File: config.mk
export PLATFORM = sky130hd
export DESIGN_NAME = gene_scan_ctrl
export DESIGN_NICKNAME = d
export VERILOG_FILES = /design/src/rtl/gene_scan_ctrl_pkg.sv /design/src/rtl/gene_skid_buf.sv /design/src/rtl/gene_scan_ctrl.sv
export SDC_FILE = /design/constraint.sdc
export NUM_CORES = 1
export LEC_CHECK = 0
export ABC_AREA = 1
export CORE_MARGIN = 4
export CORE_UTILIZATION = 53
export DETAILED_ROUTE_END_ITERATION = 7
export PLACE_DENSITY = 0.84
export SYNTH_ARGS = -nofsm -noshare
export SYNTH_HDL_FRONTEND = slang
export SYNTH_SLANG_ARGS = --single-unit
File: constraint.sdc
create_clock -name clk -period 7.1 [get_ports clk]
set_input_delay 1.42 -clock clk [delete_from_list [all_inputs] [get_ports clk]]
set_output_delay 1.42 -clock clk [all_outputs]
set_load 0.05 [all_outputs]
File: src/rtl/gene_scan_ctrl_pkg.sv
// Shared defaults, gene field offsets and FSM encoding for the genome scan controller.
package gene_scan_ctrl_pkg;
  localparam int GENE_SZ_DEF = 64;
  localparam int ATTR_SZ_DEF = 8;

  localparam int NODE_ID_LSB = 5 * ATTR_SZ_DEF;
  localparam int NODE_ID_MSB = 6 * ATTR_SZ_DEF - 1;
  localparam int LAYER_LSB   = 7 * ATTR_SZ_DEF - 3;
  localparam int LAYER_MSB   = 7 * ATTR_SZ_DEF - 2;

  typedef enum logic [2:0] {
    IDLE   = 3'd0,
    PASS0  = 3'd1,
    SWITCH = 3'd2,
    PASS1  = 3'd3,
    FIN    = 3'd4
  } scan_state_t;
endpackage

File: src/rtl/gene_skid_buf.sv
// Two-entry gene buffer with same-cycle bypass when empty; zero latency for an empty buffer.
// Caller guarantees no push into a full buffer; flush wins over push/pop.
module gene_skid_buf #(
  parameter int W = 64
) (
  input  logic         clk,
  input  logic         rst,
  input  logic         flush,
  input  logic         push,
  input  logic [W-1:0] push_dat,
  input  logic         pop,
  output logic [1:0]   count,
  output logic         out_vld,
  output logic [W-1:0] out_dat
);
  logic [W-1:0] mem [2];
  logic         wr_ptr, rd_ptr;
  logic         empty, store, take;

  assign empty   = (count == 2'd0);
  assign store   = push && !(pop && empty);
  assign take    = pop && !empty;
  assign out_vld = !empty || push;
  assign out_dat = !empty ? mem[rd_ptr] : (push ? push_dat : '0);

  always_ff @(posedge clk or posedge rst) begin
    if (rst) begin
      count  <= 2'd0;
      wr_ptr <= 1'b0;
      rd_ptr <= 1'b0;
      mem[0] <= '0;
      mem[1] <= '0;
    end else if (flush) begin
      count  <= 2'd0;
      wr_ptr <= 1'b0;
      rd_ptr <= 1'b0;
    end else begin
      if (store) begin
        mem[wr_ptr] <= push_dat;
        wr_ptr      <= ~wr_ptr;
      end
      if (take) rd_ptr <= ~rd_ptr;
      count <= count + 2'(store) - 2'(take);
    end
  end
endmodule

File: src/rtl/gene_scan_ctrl.sv
// Two-pass genome scan: reads genes 0..len-1 twice (state=0 then 1), start->first gene in 2 cycles.
// Reads are credit-limited by the 2-entry buffer under gene_ready backpressure; GENE_SCAN_PERF_EN adds a stall counter.
module gene_scan_ctrl
  import gene_scan_ctrl_pkg::*;
#(
  parameter int GENE_SZ = GENE_SZ_DEF,
  parameter int ATTR_SZ = ATTR_SZ_DEF
) (
  input  logic               clk,
  input  logic               rst,
  input  logic               start,
  input  logic               abort,
  input  logic [ATTR_SZ-1:0] genome_len,
  output logic               mem_rd_en,
  output logic [ATTR_SZ-1:0] mem_addr,
  input  logic [GENE_SZ-1:0] mem_rd_data,
  output logic [GENE_SZ-1:0] gene_out,
  output logic               gene_valid,
  input  logic               gene_ready,
  output logic               state,
  output logic               busy,
  output logic               done,
  output logic [15:0]        stall_cnt
);
  scan_state_t        fsm;
  logic [ATTR_SZ-1:0] len_q, rd_cnt, xfer_cnt;
  logic               rd_pend, in_pass, buf_vld, xfer, last_xfer, kill, can_issue;
  logic [1:0]         buf_cnt;
  logic [2:0]         occ_nxt;

  assign in_pass    = (fsm == PASS0) || (fsm == PASS1);
  assign kill       = abort && (fsm != IDLE);
  assign gene_valid = in_pass && buf_vld;
  assign xfer       = gene_valid && gene_ready;
  assign last_xfer  = xfer && (xfer_cnt == len_q - ATTR_SZ'(1));
  assign busy       = (fsm != IDLE);
  // Occupancy seen next cycle: entries after this cycle's push/pop plus the read issued now.
  assign occ_nxt    = 3'(buf_cnt) + 3'(rd_pend) + 3'(mem_rd_en) - 3'(xfer);
  assign can_issue  = (rd_cnt != len_q) && (occ_nxt < 3'd2);

  gene_skid_buf #(.W(GENE_SZ)) u_buf (
    .clk      (clk),
    .rst      (rst),
    .flush    (kill),
    .push     (rd_pend),
    .push_dat (mem_rd_data),
    .pop      (xfer),
    .count    (buf_cnt),
    .out_vld  (buf_vld),
    .out_dat  (gene_out)
  );

  always_ff @(posedge clk or posedge rst) begin
    if (rst) begin
      fsm       <= IDLE;
      len_q     <= '0;
      rd_cnt    <= '0;
      xfer_cnt  <= '0;
      rd_pend   <= 1'b0;
      mem_rd_en <= 1'b0;
      mem_addr  <= '0;
      state     <= 1'b0;
      done      <= 1'b0;
    end else begin
      rd_pend   <= mem_rd_en && !kill;
      mem_rd_en <= 1'b0;
      done      <= 1'b0;
      if (kill) begin
        fsm   <= IDLE;
        state <= 1'b0;
      end else begin
        case (fsm)
          IDLE: if (start) begin
            len_q    <= genome_len;
            xfer_cnt <= '0;
            if (genome_len != '0) begin
              fsm       <= PASS0;
              mem_rd_en <= 1'b1;
              mem_addr  <= '0;
              rd_cnt    <= ATTR_SZ'(1);
            end else begin
              fsm  <= FIN;
              done <= 1'b1;
            end
          end
          PASS0, PASS1: begin
            if (xfer) xfer_cnt <= xfer_cnt + ATTR_SZ'(1);
            if (can_issue) begin
              mem_rd_en <= 1'b1;
              mem_addr  <= rd_cnt;
              rd_cnt    <= rd_cnt + ATTR_SZ'(1);
            end
            if (last_xfer) begin
              fsm  <= (fsm == PASS0) ? SWITCH : FIN;
              done <= (fsm == PASS1);
            end
          end
          SWITCH: begin
            fsm       <= PASS1;
            state     <= 1'b1;
            xfer_cnt  <= '0;
            mem_rd_en <= 1'b1;
            mem_addr  <= '0;
            rd_cnt    <= ATTR_SZ'(1);
          end
          FIN: begin
            fsm   <= IDLE;
            state <= 1'b0;
          end
          default: fsm <= IDLE;
        endcase
      end
    end
  end

`ifdef GENE_SCAN_PERF_EN
  always_ff @(posedge clk or posedge rst) begin
    if (rst)
      stall_cnt <= 16'd0;
    else if (fsm == IDLE && start)
      stall_cnt <= 16'd0;
    else if (gene_valid && !gene_ready && stall_cnt != 16'hFFFF)
      stall_cnt <= stall_cnt + 16'd1;
  end
`else
  assign stall_cnt = 16'd0;
`endif
endmodule
-- Word-level counts from Yosys, hierarchy flattened
Cells that the tools add are included.
- bits in registers: 171
- input bits: 77
- $add $sub $neg: 8
- order comparisons: 4
- equality and inequality tests: 12
- mux-type cells: 42
- bitwise operators: 5
- reductions and logical operators: 29
- operators with widths (kind ; number):
    64-bit 2-to-1 mux ; 6
    128-bit bitwise mux ; 1
    8-bit case mux with 3 select lines ; 3
    64-bit demux with 1-bit select ; 1
    8-bit 2-to-1 mux ; 8
    8-bit by 1-bit adder with 8-bit output, second input constant ; 2
    3-bit 2-to-1 mux ; 5
    1-bit 2-to-1 mux ; 13
    1-bit logical AND ; 10
    3-bit case mux with 3 select lines ; 1
    3-bit nonzero test ; 3
    8-bit == test ; 1
    8-bit != test ; 1
    8-bit nonzero test ; 1
    8-bit by 1-bit subtractor with 8-bit output, second input constant ; 1
    3-bit by 2-bit == test with 1-bit output, second input constant ; 2
    2-bit != test, second input constant ; 3
    3-bit != test, second input constant ; 2
    5-bit AND reduction ; 1
    2-bit greater-or-equal comparator, second input constant ; 2
    1-bit NOT with 2-bit output ; 2
    1-bit case mux with 2 select lines ; 2
    2-bit AND reduction ; 2
    4-bit AND reduction ; 1
    other kinds (20) ; 26

-- Longest topological paths before layout
- depth in word-level cells: 11
- gate-level depth with buffers: 17
- gate-level depth less buffers: 17

-- By module
A second synthesis with hierarchy kept.
- cell total of the unflattened synthesis: 1246
- area, all modules: 9559.2 µm²
- modules (own cells, without submodules) (module ; instances ; cells each ; area an instance (µm²) ; sequential area each (µm²)):
    gene_skid_buf ; 1 ; 897 ; 6942.9 ; 3303.2
    gene_scan_ctrl ; 1 ; 349 ; 2616.3 ; 975.9

-- Worst setup path after synthesis
No wires, ideal clock.
- path kind: input port to output port
- start point: input mem_rd_data[0]
- end point: output gene_out[0]
- arrival time: 2.254 ns
- data required time: 5.680 ns
- path slack: 3.426 ns
- stages on the path: 2
- path buffers: 0
- path through: inv_1 > o22ai_1
- cells in the longest elaborated chain, start to end: 2
- RTL lines (what ; line ; source):
    start: declaration ; gene_scan_ctrl.sv:16 ; input logic [GENE_SZ-1:0] mem_rd_data,
    64-bit 2-to-1 mux (2 in a row) ; gene_skid_buf.sv:24 ; assign out_dat = !empty ? mem[rd_ptr] : (push ? push_dat : '0);
    end: declaration ; gene_scan_ctrl.sv:17 ; output logic [GENE_SZ-1:0] gene_out,
Every way passes these cells.

-- Final worst setup path
- start point: register u_buf.count[1]
- end point: output gene_out[2]
- cells in the longest elaborated chain, start to end: 2
- RTL lines (what ; line ; source):
    start: declaration ; gene_skid_buf.sv:12 ; output logic [1:0] count,
    start signal: assignment ; gene_skid_buf.sv:43 ; count <= count + 2'(store) - 2'(take);
    2-bit zero test ; gene_skid_buf.sv:20 ; assign empty = (count == 2'd0);
    64-bit 2-to-1 mux ; gene_skid_buf.sv:24 ;
Every way passes these cells.

==> impl_results.md <==
* Initial antenna violation count at 0
* Vias in the first global route at 7137
* Clock Skews at 0.0100 ns
* GRT overflow at 0
* Initial core utilization at 54.9%
* Routed wire per std cell at 15.0 microns
* CTS clk-pin slew, worst paths at 0.07 ns
* Port bufs at 153
* Crit path DAT at 3.23 ns
* Crit path capture type: output port
* CP peak stage delay at 0.84 ns
* Die span in y at 137 microns
* Crit Path Category: register to output port
* Post-route cell area at 10800 sq um
* CTS tree: yes
* Avg Inst Size Synth at 8.36 sq um
* Fmax at 215 MHz
* Post-Synth Adder-Cell Area at 1.22%
* Die area at 18800 sq um
* Fin crit period at 4.65 ns
* FFs w/ async S/R, synth at 100%
* Setup Buffers After CTS at 0
* XOR/XNOR Fraction of Synth Area at 1.88%
* Buf+Inv Stages, Crit Path at 3
* Slowest-stage cell, CP: clkdlybuf4s50_1
* Number of synthesized flops with an enable pin at 0
* CORE AREA at 16100 sq um
* Slew @ Worst Pin at 1.09 ns
* Yosys cell types at 38
* Sequential share of the synthesized area at 48.3%
* Leak Pwr at 5.14 nW
* # hold bufs at CTS at 0
* Cell family with most CP delay: buffers and inverters
* RSZ-0062 raised after global routing: no
* Ys flop type: dfrtp_1
* Worst Setup SP: u_buf.count[1]
* Compound-Gate Fraction of Synth Area at 20.1%
* Yosys warns at 0
* Worst VDD drop at 0.340 mV
* Area delta synth->final at 22.5%
* Mux cell area share after synthesis at 0%
* GP Congestion at 0.867
* HPWL Detailed at 13700 microns
* DRT Pass-1 Iters at 5
* Initial DRC Count at 572
* Via density at 5.34
* WL met2 at 9910 microns
* Final hold violation count at 0
* Worst slew margin at 27.4%
* First-pass GRT wire length at 34400 microns
* DIE WIDTH at 137 microns
* Htree depth at 4
* Tcrit/Tclk final at 65.5%
* Root buffer cell: clkbuf_16
* Hold path start: u_buf.mem[66]
* Drt drc at 0
* Main combinational cell family by area after synthesis: compound AO/OA/AOI/OAI gates
* Synth Instances at 1059
* Hold Path Class: register to register
* Top Metal Used: met4
* Synth Area in Simple Gates at 17.0%
* Worst Path Required at 5.68 ns
* Antenna-violating nets left at 0
* Worst-Skew Late Latency at 0.43 ns
* Final TNS setup at 0 ns
* Status: completed
* Power density over the cells at 551 nW/um^2
* Met3 wire length at 1450 microns
* Worst path cell trace: nor2_4 -> inv_1 -> buf_4 -> o21ai_0 -> o22ai_1 -> clkdlybuf4s50_1
* # fillers at 1299
* Reg2reg start: fsm[0]
* Maxcap violations at 0
* GRT Util Overall at 22.7%
* Resized Gates After CTS at 0
* CTS Buffer Depth at 2
* Startpoint Class: register
* Nets at 1264
* Cts bufs inserted at 17
* TritonCTS Sinks at 171
* Pins Over Slew Limit at 0
* Post-Synthesis Cell Area at 8850 sq um
* Cell row count at 46
* Post-DP Area at 10200 sq um
* Met1 WL at 9370 microns
* Ports at 170
* Synth Register Bits at 171
* Largest net degree at the start of global routing at 81
* Setup Viol. Count Final at 0
* Routed vias at 7512
* Layout cell share with drive strength beyond 1 at 9.65%
* Diodes inserted at 0
* CP max FO at 43
* Final wirelength at 21200 microns
where the power goes:
group / switching, W / total [W] / internal (W)
Combinational: 0.00229 / 0.00336 / 0.00107
Sequential: 0.000263 / 0.00167 / 0.00141
Clock: 0.000410 / 0.000945 / 0.000535
Total: 0.00296 / 0.00598 / 0.00302
tightest hold or removal path, cell delays in order (launching register included):
cell     delay [ns]
dfrtp_1        0.34
nand2_1        0.06
o21ai_2        0.05
cell type report:
class / instances / area, sq um / share of cell area [%]
clock inverters: 14 / 159 / 1.46
well taps: 216 / 270 / 2.49
inverters: 125 / 474 / 4.37
clock buffers: 18 / 439 / 4.05
repair buffers: 161 / 1590 / 14.7
flip-flops and latches: 171 / 4280 / 39.5
multi-input cells: 703 / 3630 / 33.5
flip-flops by register name, summed over array words and instances, names as in the netlist:
name / cells
mem_addr: 8
u_buf.rd_ptr: 1
rd_cnt: 8
state: 1
fsm: 3
u_buf.wr_ptr: 1
xfer_cnt: 8
mem_rd_en: 1
rd_pend: 1
u_buf.mem: 128
done: 1
u_buf.count: 2
len_q: 8
per-layer routing:
| metal | vias to the layer above | track usage (%) |
|---|---|---|
| met1 | 3530 | 31.3 |
| met5 | - | 0 |
| met3 | 36 | 4.57 |
| met4 | 0 | 7.48 |
| met2 | 271 | 36.3 |
| li1 | 3675 | - |
per-stage QoR:
stage	worst slack [ns]	hold slack (ns)	instances	utilization [%]	total power, W
5_1_grt	2.24	0.490	1408	67.3	0.00637
4_1_cts	2.40	0.479	1408	67.3	0.00601
3_5_place_dp	2.61	0.458	1376	63.6	0.00504
3_3_place_gp	2.60	0.458	1376	63.6	0.00497
2_1_floorplan	1.05	0.448	1074	-	0.00413
6_report	2.45	0.477	1408	67.3	0.00598
cells by family after synthesis:
logic type	count (synthesis)
adders and majority gates	8
xor gates and xnor gates	19
AOI/OAI and AO/OA	297
DFF	171
buffers and inverters	200
and+or+nand+nor	363
other	1
path summary, 6_finish.rpt:
path	to	slack [ns]	depth (start not counted)
min in group asynchronous	u_buf.mem[3]	1.40	2
max	gene_out[2]	2.45	6
min	u_buf.mem[66]	0.48	2
min reg2reg	u_buf.mem[66]	0.48	2
max in group asynchronous	u_buf.mem[47]	4.37	3
max reg2reg	rd_cnt[1]	3.82	16
cell usage after synthesis, types with 4 or more instances:
| master | count | area (sq um) |
|---|---|---|
| buf_4 | 18 | 135 |
| xnor2_1 | 11 | 96.3 |
| clkbuf_1 | 28 | 105 |
| buf_6 | 25 | 282 |
| o21ai_0 | 140 | 701 |
| dfrtp_1 | 171 | 4280 |
| nor2_1 | 90 | 338 |
| inv_1 | 121 | 454 |
| nand2_1 | 215 | 807 |
| o21ai_1 | 33 | 165 |
| inv_2 | 4 | 15.0 |
| xor2_1 | 8 | 70.1 |
| nor2_4 | 4 | 45.0 |
| or2_2 | 4 | 25.0 |
| nand3_1 | 28 | 140 |
| ha_1 | 7 | 87.6 |
| o22ai_1 | 64 | 400 |
| nand4_1 | 7 | 43.8 |
| o21ai_2 | 50 | 438 |
| nand2_2 | 4 | 25.0 |
| nor3_1 | 4 | 20.0 |
layout by cell type, fill, tap and decap left out, types with 2 or more instances in the layout:
master / n
o21ai_1: 33
nand4_1: 7
clkdlybuf4s50_1: 153
or2_2: 4
o21ai_2: 50
nand3_1: 28
nand2_1: 214
nor2_4: 4
ha_1: 7
inv_6: 6
nor2_1: 90
conb_1: 16
o31ai_1: 2
inv_1: 119
nor3_1: 4
o21ai_0: 140
dfrtp_1: 170
xnor2_1: 11
inv_2: 5
buf_4: 8
nand2_2: 4
clkbuf_16: 17
xor2_1: 8
clkinvlp_4: 2
nand2_4: 2
a21oi_1: 3
o22ai_1: 64
bufinv_16: 2
clkinv_4: 4
Power figures use the tool's default switching activity.
